--- src/rtl/reg_file_scoreboard_pkg.sv ---
// -----------------------------------------------------------------------------
// reg_file_scoreboard_pkg
// Shared core constants for the integer register file with pending-write
// scoreboard: default data width, default register count and the index of
// the hardwired-zero register.
// -----------------------------------------------------------------------------
package reg_file_scoreboard_pkg;

  localparam int XLEN_DEFAULT  = 32;
  localparam int NREGS_DEFAULT = 32;
  localparam int REG_ZERO      = 0;

endpackage : reg_file_scoreboard_pkg

--- src/rtl/reg_file_scoreboard.sv ---
// -----------------------------------------------------------------------------
// reg_file_scoreboard
// Parametrised integer register file with write-to-read bypass and a
// pending-write scoreboard. A busy bit per register records an in-flight
// producer, letting the control unit stall on RAW/WAW hazards.
// Register 0 reads as zero and is never busy.
//
// Ports
//   clk, rst             clock, synchronous active-high reset
//   rs1_addr/rs2_addr    read addresses
//   rs1_data/rs2_data    combinational read data (with writeback bypass)
//   rs1_ready/rs2_ready  operand has no pending producer, or is written now
//   issue_valid/issue_rd instruction issuing with destination issue_rd
//   issue_ready          issue would be accepted this cycle
//   wb_valid/wb_rd/wb_data writeback strobe, destination and data
//   flush                discard all pending producers
//   busy_cnt             registered number of busy registers
//   wb_err               registered pulse: writeback to a non-busy register
// -----------------------------------------------------------------------------
module reg_file_scoreboard
  import reg_file_scoreboard_pkg::*;
#(
  parameter  int XLEN  = XLEN_DEFAULT,
  parameter  int NREGS = NREGS_DEFAULT,
  localparam int AW    = $clog2(NREGS)
) (
  input  logic            clk,
  input  logic            rst,
  input  logic [AW-1:0]   rs1_addr,
  input  logic [AW-1:0]   rs2_addr,
  output logic [XLEN-1:0] rs1_data,
  output logic [XLEN-1:0] rs2_data,
  output logic            rs1_ready,
  output logic            rs2_ready,
  input  logic            issue_valid,
  input  logic [AW-1:0]   issue_rd,
  output logic            issue_ready,
  input  logic            wb_valid,
  input  logic [AW-1:0]   wb_rd,
  input  logic [XLEN-1:0] wb_data,
  input  logic            flush,
  output logic [AW:0]     busy_cnt,
  output logic            wb_err
);

  localparam logic [AW-1:0] ZERO_ADDR = AW'(REG_ZERO);

  logic [XLEN-1:0] regs_q [NREGS];
  logic [XLEN-1:0] regs_d [NREGS];
  logic [NREGS-1:0] busy_q;
  logic [NREGS-1:0] busy_d;
  logic [AW:0]      busy_cnt_q;
  logic [AW:0]      busy_cnt_d;
  logic             wb_err_q;
  logic             wb_err_d;
  // Remembers a flush so that stale writebacks right after it are not errors.
  logic             flush_q;
  logic             flush_d;

  logic wb_write;
  logic wb_hit_rs1;
  logic wb_hit_rs2;
  logic wb_hit_issue;
  logic issue_accept;
  logic wb_clear;
  logic cnt_inc;
  logic cnt_dec;

  // Read / bypass / ready network.
  assign wb_write     = wb_valid && (wb_rd != ZERO_ADDR);
  assign wb_hit_rs1   = wb_valid && (wb_rd == rs1_addr);
  assign wb_hit_rs2   = wb_valid && (wb_rd == rs2_addr);
  assign wb_hit_issue = wb_valid && (wb_rd == issue_rd);

  assign rs1_data = (rs1_addr == ZERO_ADDR) ? {XLEN{1'b0}} :
                    wb_hit_rs1              ? wb_data      : regs_q[rs1_addr];
  assign rs2_data = (rs2_addr == ZERO_ADDR) ? {XLEN{1'b0}} :
                    wb_hit_rs2              ? wb_data      : regs_q[rs2_addr];

  // busy_q[0] is held at zero, so register 0 is always ready.
  assign rs1_ready = !busy_q[rs1_addr] || wb_hit_rs1;
  assign rs2_ready = !busy_q[rs2_addr] || wb_hit_rs2;

  assign issue_ready  = !flush && ((issue_rd == ZERO_ADDR) || !busy_q[issue_rd] || wb_hit_issue);
  assign issue_accept = issue_valid && issue_ready;

  // A writeback only clears a busy bit that is actually set.
  assign wb_clear = wb_write && busy_q[wb_rd];

  // Counter deltas: an issue onto a register that a same-cycle writeback
  // frees leaves that bit set, so neither delta applies in that case.
  assign cnt_inc = issue_accept && (issue_rd != ZERO_ADDR) && !busy_q[issue_rd];
  assign cnt_dec = wb_clear && !(issue_accept && (issue_rd == wb_rd));

  assign busy_cnt = busy_cnt_q;
  assign wb_err   = wb_err_q;

  // Next-state computation for storage, scoreboard, counter and error pulse.
  always_comb begin
    regs_d     = regs_q;
    busy_d     = busy_q;
    busy_cnt_d = busy_cnt_q;
    wb_err_d   = 1'b0;
    flush_d    = flush;

    // Data is written even during a flush.
    if (wb_write) begin
      regs_d[wb_rd] = wb_data;
    end else begin
      regs_d[wb_rd] = regs_q[wb_rd];
    end
    regs_d[0] = {XLEN{1'b0}};

    if (flush) begin
      busy_d     = {NREGS{1'b0}};
      busy_cnt_d = {(AW+1){1'b0}};
    end else begin
      // Clear first, then set: a newly accepted producer replaces the old one.
      if (wb_clear) begin
        busy_d[wb_rd] = 1'b0;
      end else begin
        busy_d[wb_rd] = busy_q[wb_rd];
      end
      if (issue_accept && (issue_rd != ZERO_ADDR)) begin
        busy_d[issue_rd] = 1'b1;
      end else begin
        busy_d[issue_rd] = busy_d[issue_rd];
      end
      busy_cnt_d = busy_cnt_q + {{AW{1'b0}}, cnt_inc} - {{AW{1'b0}}, cnt_dec};
    end
    busy_d[0] = 1'b0;

    if (wb_write && !busy_q[wb_rd] && !flush && !flush_q) begin
      wb_err_d = 1'b1;
    end else begin
      wb_err_d = 1'b0;
    end
  end

  // State registers with synchronous reset.
  always_ff @(posedge clk) begin
    if (rst) begin
      for (int i = 0; i < NREGS; i++) begin
        regs_q[i] <= {XLEN{1'b0}};
      end
      busy_q     <= {NREGS{1'b0}};
      busy_cnt_q <= {(AW+1){1'b0}};
      wb_err_q   <= 1'b0;
      flush_q    <= 1'b0;
    end else begin
      regs_q     <= regs_d;
      busy_q     <= busy_d;
      busy_cnt_q <= busy_cnt_d;
      wb_err_q   <= wb_err_d;
      flush_q    <= flush_d;
    end
  end

endmodule : reg_file_scoreboard

--- config.mk ---
export PLATFORM = sky130hd
export DESIGN_NAME = reg_file_scoreboard
export DESIGN_NICKNAME = d
export VERILOG_FILES = /design/src/rtl/reg_file_scoreboard_pkg.sv /design/src/rtl/reg_file_scoreboard.sv
export SDC_FILE = /design/constraint.sdc
export NUM_CORES = 2
export LEC_CHECK = 0
export ABC_AREA = 1
export CORE_ASPECT_RATIO = 1.2
export CORE_MARGIN = 2
export CORE_UTILIZATION = 30
export DETAILED_ROUTE_END_ITERATION = 6
export PLACE_DENSITY = 0.44
export RECOVER_POWER = 100
export SYNTH_ARGS = -nofsm -noshare
export SYNTH_HDL_FRONTEND = slang
export SYNTH_SLANG_ARGS = --single-unit
export TNS_END_PERCENT = 5
--- constraint.sdc ---
create_clock -name clk -period 4.3 [get_ports clk]
set_input_delay 0.645 -clock clk [delete_from_list [all_inputs] [get_ports clk]]
set_output_delay 0.645 -clock clk [all_outputs]
set_load 0.05 [all_outputs]
==> reports/summary.log <==
[sta] maximum clock skew at final layout 0.04121 ns
[global_route] largest net degree at the start of global routing 146
[logic_synthesis] Main synth FF type dfxtp_1
[detailed_routing] DR WL/cell 28.89 um
[global_route] vias in the first global route 69.74k
[hold_path] worst hold path type input pin to flop
[global_route] Remaining Overflow, GRT 0
[clock_tree] CTS Buf Count 131
[global_route] met1 Resource Use GR 42.49%
[logic_synthesis] mapped cell area 63850 um^2
[sta] period utilisation layout 102.1%
[critical_path] kind of critical path input pin to primary output
[clock_tree] TritonCTS clock tree done
[detailed_routing] remaining number of nets flagged by the antenna check after routing 0
[sta] final-report hold violation count 0
[final_layout] share of final-layout standard cells stronger than drive strength 1 8.498%
[detailed_routing] Starting DRT DRC Count 10.59k
[floorplanning] Core ar. 211600 um^2
[final_layout] final instance area 73950 um^2
[sta] Final setup viols 4
[logic_synthesis] gate count of the mapped netlist 10.06k
[power_and_ir_drop] Psw 8.720 mW
[global_route] Global Route met2 Usage 50.37%
[floorplanning] I/O pin count 131
[clock_tree] clock-pin transition on the worst setup and hold timing paths 0.06 ns
[clock_tree] number of instances resized during post-cts repair 0
[detailed_routing] number of optimization iterations in the first detailed-route pass 7
[critical_path] data required time at the worst endpoint 3.65 ns
[logic_synthesis] Synth Net Count 10.13k
[logic_synthesis] number of warnings printed during yosys synthesis 0
[clock_tree] number of buffers added to fix hold violations after cts 0
[final_layout] relative area change from synthesis to final layout 15.81%
[final_layout] Total Nets Final 9862
[sta] number of pins exceeding their max-slew limit in the final report 138
[floorplanning] Chip Width 425.2 um
[global_route] most congested layer reported by global routing met2
[clock_tree] insertion delay to the later sink of the worst-skew pair 0.84 ns
[detailed_routing] via count of the routed design 75.67k
[placed_design] Final GP Congestion 0.9241
[power_and_ir_drop] areal power density over the cells 357.7 nW/um^2
[sta] Least-Margin Pin Slew 1.972 ns
[detailed_routing] mean number of vias per cell 5.951
[logic_synthesis] mean area per synthesized cell 6.345 um^2
[floorplanning] Die Footprint 216600 um^2
[clock_tree] CTS H-tree lvls 4
[clock_tree] root buffer cell clkbuf_16
[floorplanning] Die H 509.4 um
[sta] Max Freq 227.7 MHz
[detailed_routing] post-detailed-route DRC marker count 3
[global_route] number of antenna violations at the first check in global routing 26
[logic_synthesis] flop and latch count out of synthesis 1031
[global_route] global-route usage over all layers 32.79%
[critical_path] critical path data arrival time 3.75 ns
[logic_synthesis] sequential share of the synthesized area 32.32%
[power_and_ir_drop] leakage power of the design 27.58 nW
[placed_design] number of I/O port buffers 130
[sta] RSZ-0062 raised after global routing no
[run] max-cap check violation count 4
[power_and_ir_drop] Overall Power 26.45 mW
[logic_synthesis] number of synthesized flops with an enable pin 0
[power_and_ir_drop] proportion of power drawn by flip-flops and latches 37.5%
[sta] Final Critical Period 4.392 ns
[run_status] failing checks DRC, capacitance limit, slew limit, setup timing
[power_and_ir_drop] worst supply voltage drop on vdd 339.6 uV
[detailed_routing] total wire length 367400 um
[clock_tree] Post CTS Setup Buffer Count 0
[run_status] status finished with violations
[power_and_ir_drop] clock network fraction of design power 44.0%
[global_route] global routing usage on met3 5.903%
[logic_synthesis] number of unique standard cell types used by synthesis 47
[floorplanning] starting density of the core 30.18%
[sta] setup slack after layout -0.09235 ns
[power_and_ir_drop] internal portion of total power 17.73 mW
[power_and_ir_drop] sw frac 32.97%
[final_layout] Filler cells 22.85k
[sta] max_slew headroom -31.45%
[placed_design] placed wire-length estimate 229300 um
[floorplanning] number of placement rows 185
[critical_path] Startpoint Class input pin
[placed_design] placed inst area 70750 um^2
[logic_synthesis] fraction of registers with async set or reset after synthesis 0%
[clock_tree] number of sinks handled by clock tree synthesis 1031
[critical_path] worst-path fanout max 17
[critical_path] crit path capture type primary output
[clock_tree] maximum number of buffers from clock root to sink 3
[global_route] first-pass GRT wire length 520600 um
[power_and_ir_drop] logic gate share of total power 18.5%
-- worst max-delay path, stage by stage --
cell and delay (ns):
clkdlybuf4s50_1 0.47, buf_4 0.15, inv_4 0.03, buf_4 0.20
clkbuf_4 0.16, o22ai_1 0.12, nor2_1 0.08, nand3_4 0.09
buf_4 0.23, buf_4 0.29, nand3_1 0.53, a21oi_1 0.53
buf_12 0.19
-- power groups by stage --
stage	clock network [mW]	registers (mW)	logic (mW)
floorplan	0	10.1	2.58
global placement	0	10.1	4.99
detailed placement	0	10.1	5.00
CTS	11.8	9.91	5.01
global route	12.1	9.94	5.09
finish	11.6	9.92	4.89
-- registers in the layout, summed over array words and instances, names as in the netlist --
register,flops
busy_cnt,6
busy_q,31
wb_err,1
flush_q,1
regs_q,992
-- cells in the final DEF, fill, tap and decap left out, types with 15 or more instances in the layout --
master           instances
nor2_1                 274
o21ai_0               2248
o311ai_0                40
o221ai_1                15
clkbuf_1                68
o22ai_1                 20
clkbuf_4                17
a22oi_1                 44
nand4_1                 85
nand3_1                677
inv_1                  658
clkbuf_2                57
clkbuf_8                33
nand2_1               1716
buf_4                  276
clkdlybuf4s50_1         44
clkbuf_16              132
o21ai_1                 26
nor2_4                  16
a21oi_1               1591
or2_2                   30
dfxtp_1               1031
nand3b_1                16
a31oi_1                 26
clkinv_2                37
o211ai_1               416
buf_12                 161
-- final cells by class --
class	instances	area, um^2	share of cell area (%)
multi-input combinational	7311	36080	48.79
sequential	1031	20640	27.91
timing repair buffer	627	6611	8.940
clock buffer	189	3837	5.189
tap	2805	3510	4.746
inverter	696	2681	3.626
clock inverter	43	554.3	0.7496
antenna	13	32.53	0.04399
-- cell families after synthesis --
group | Yosys count | synth area share (%)
DFF | 1031 | 32.32
adders and majority gates | 7 | 0.1489
AOI/OAI and AO/OA | 4441 | 37.19
and+or+nand+nor | 2860 | 19.04
buffers and inverters | 1722 | 11.26
xor gates and xnor gates | 3 | 0.04116
-- stage by stage --
stage / instances / hold slack [ns] / setup slack, ns / utilization (%) / setup TNS (ns)
3_3_place_gp: 12470 / 0.5103 / 0.01909 / 33.44 / 0
6_report: 12720 / 0.3608 / -0.09235 / 34.95 / -0.1956
5_1_grt: 12710 / 0.4174 / 0.007395 / 34.94 / 0
2_1_floorplan: 10060 / 0.3749 / 0.3399 / - / 0
4_1_cts: 12700 / 0.3643 / 0.01691 / 35.52 / 0
3_5_place_dp: 12470 / 0.5128 / 0.01890 / 33.44 / 0
-- worst paths after layout --
check / cells after the start / slack (ns) / from / endpoint
max: 13 / -0.09 / wb_rd[0] / rs1_data[21]
max reg2reg: 22 / 1.04 / busy_q[25] / busy_cnt[4]
min reg2reg: 2 / 0.54 / regs_q[158] / regs_q[158]
min: 4 / 0.36 / rst / regs_q[165]
-- cells in the mapped netlist (5+ instances only) --
cell type | number | area share [%]
o21ai_1 | 27 | 0.21
a21oi_2 | 20 | 0.27
o221ai_1 | 15 | 0.21
and3_1 | 13 | 0.13
buf_4 | 67 | 0.79
nand4_1 | 85 | 0.83
o311ai_0 | 40 | 0.55
inv_2 | 13 | 0.076
nand2_2 | 9 | 0.088
nor2_1 | 289 | 1.7
nor3_4 | 7 | 0.18
clkbuf_2 | 6 | 0.047
o211ai_1 | 416 | 4.9
buf_2 | 213 | 1.7
and2_1 | 5 | 0.049
a21oi_1 | 1576 | 12
or2_2 | 30 | 0.29
a31oi_1 | 26 | 0.25
dfxtp_1 | 1031 | 32
a22oi_1 | 44 | 0.52
clkinv_1 | 15 | 0.088
clkbuf_1 | 647 | 3.8
nor3_1 | 5 | 0.039
o22ai_1 | 20 | 0.20
nand3_1 | 678 | 5.3
o21ai_0 | 2247 | 18
inv_4 | 5 | 0.049
buf_6 | 25 | 0.44
ha_1 | 6 | 0.12
inv_1 | 663 | 3.9
nand3b_1 | 16 | 0.19
nand2_1 | 1713 | 10
buf_1 | 68 | 0.40
-- layer usage --
metal	vias to the layer above	wire length (um)
met4	12	26540
met5	-	80
met1	36040	148400
met2	4310	158500
li1	34310	-
met3	996	33870
Note: power is estimated with default switching activity, not from simulation.
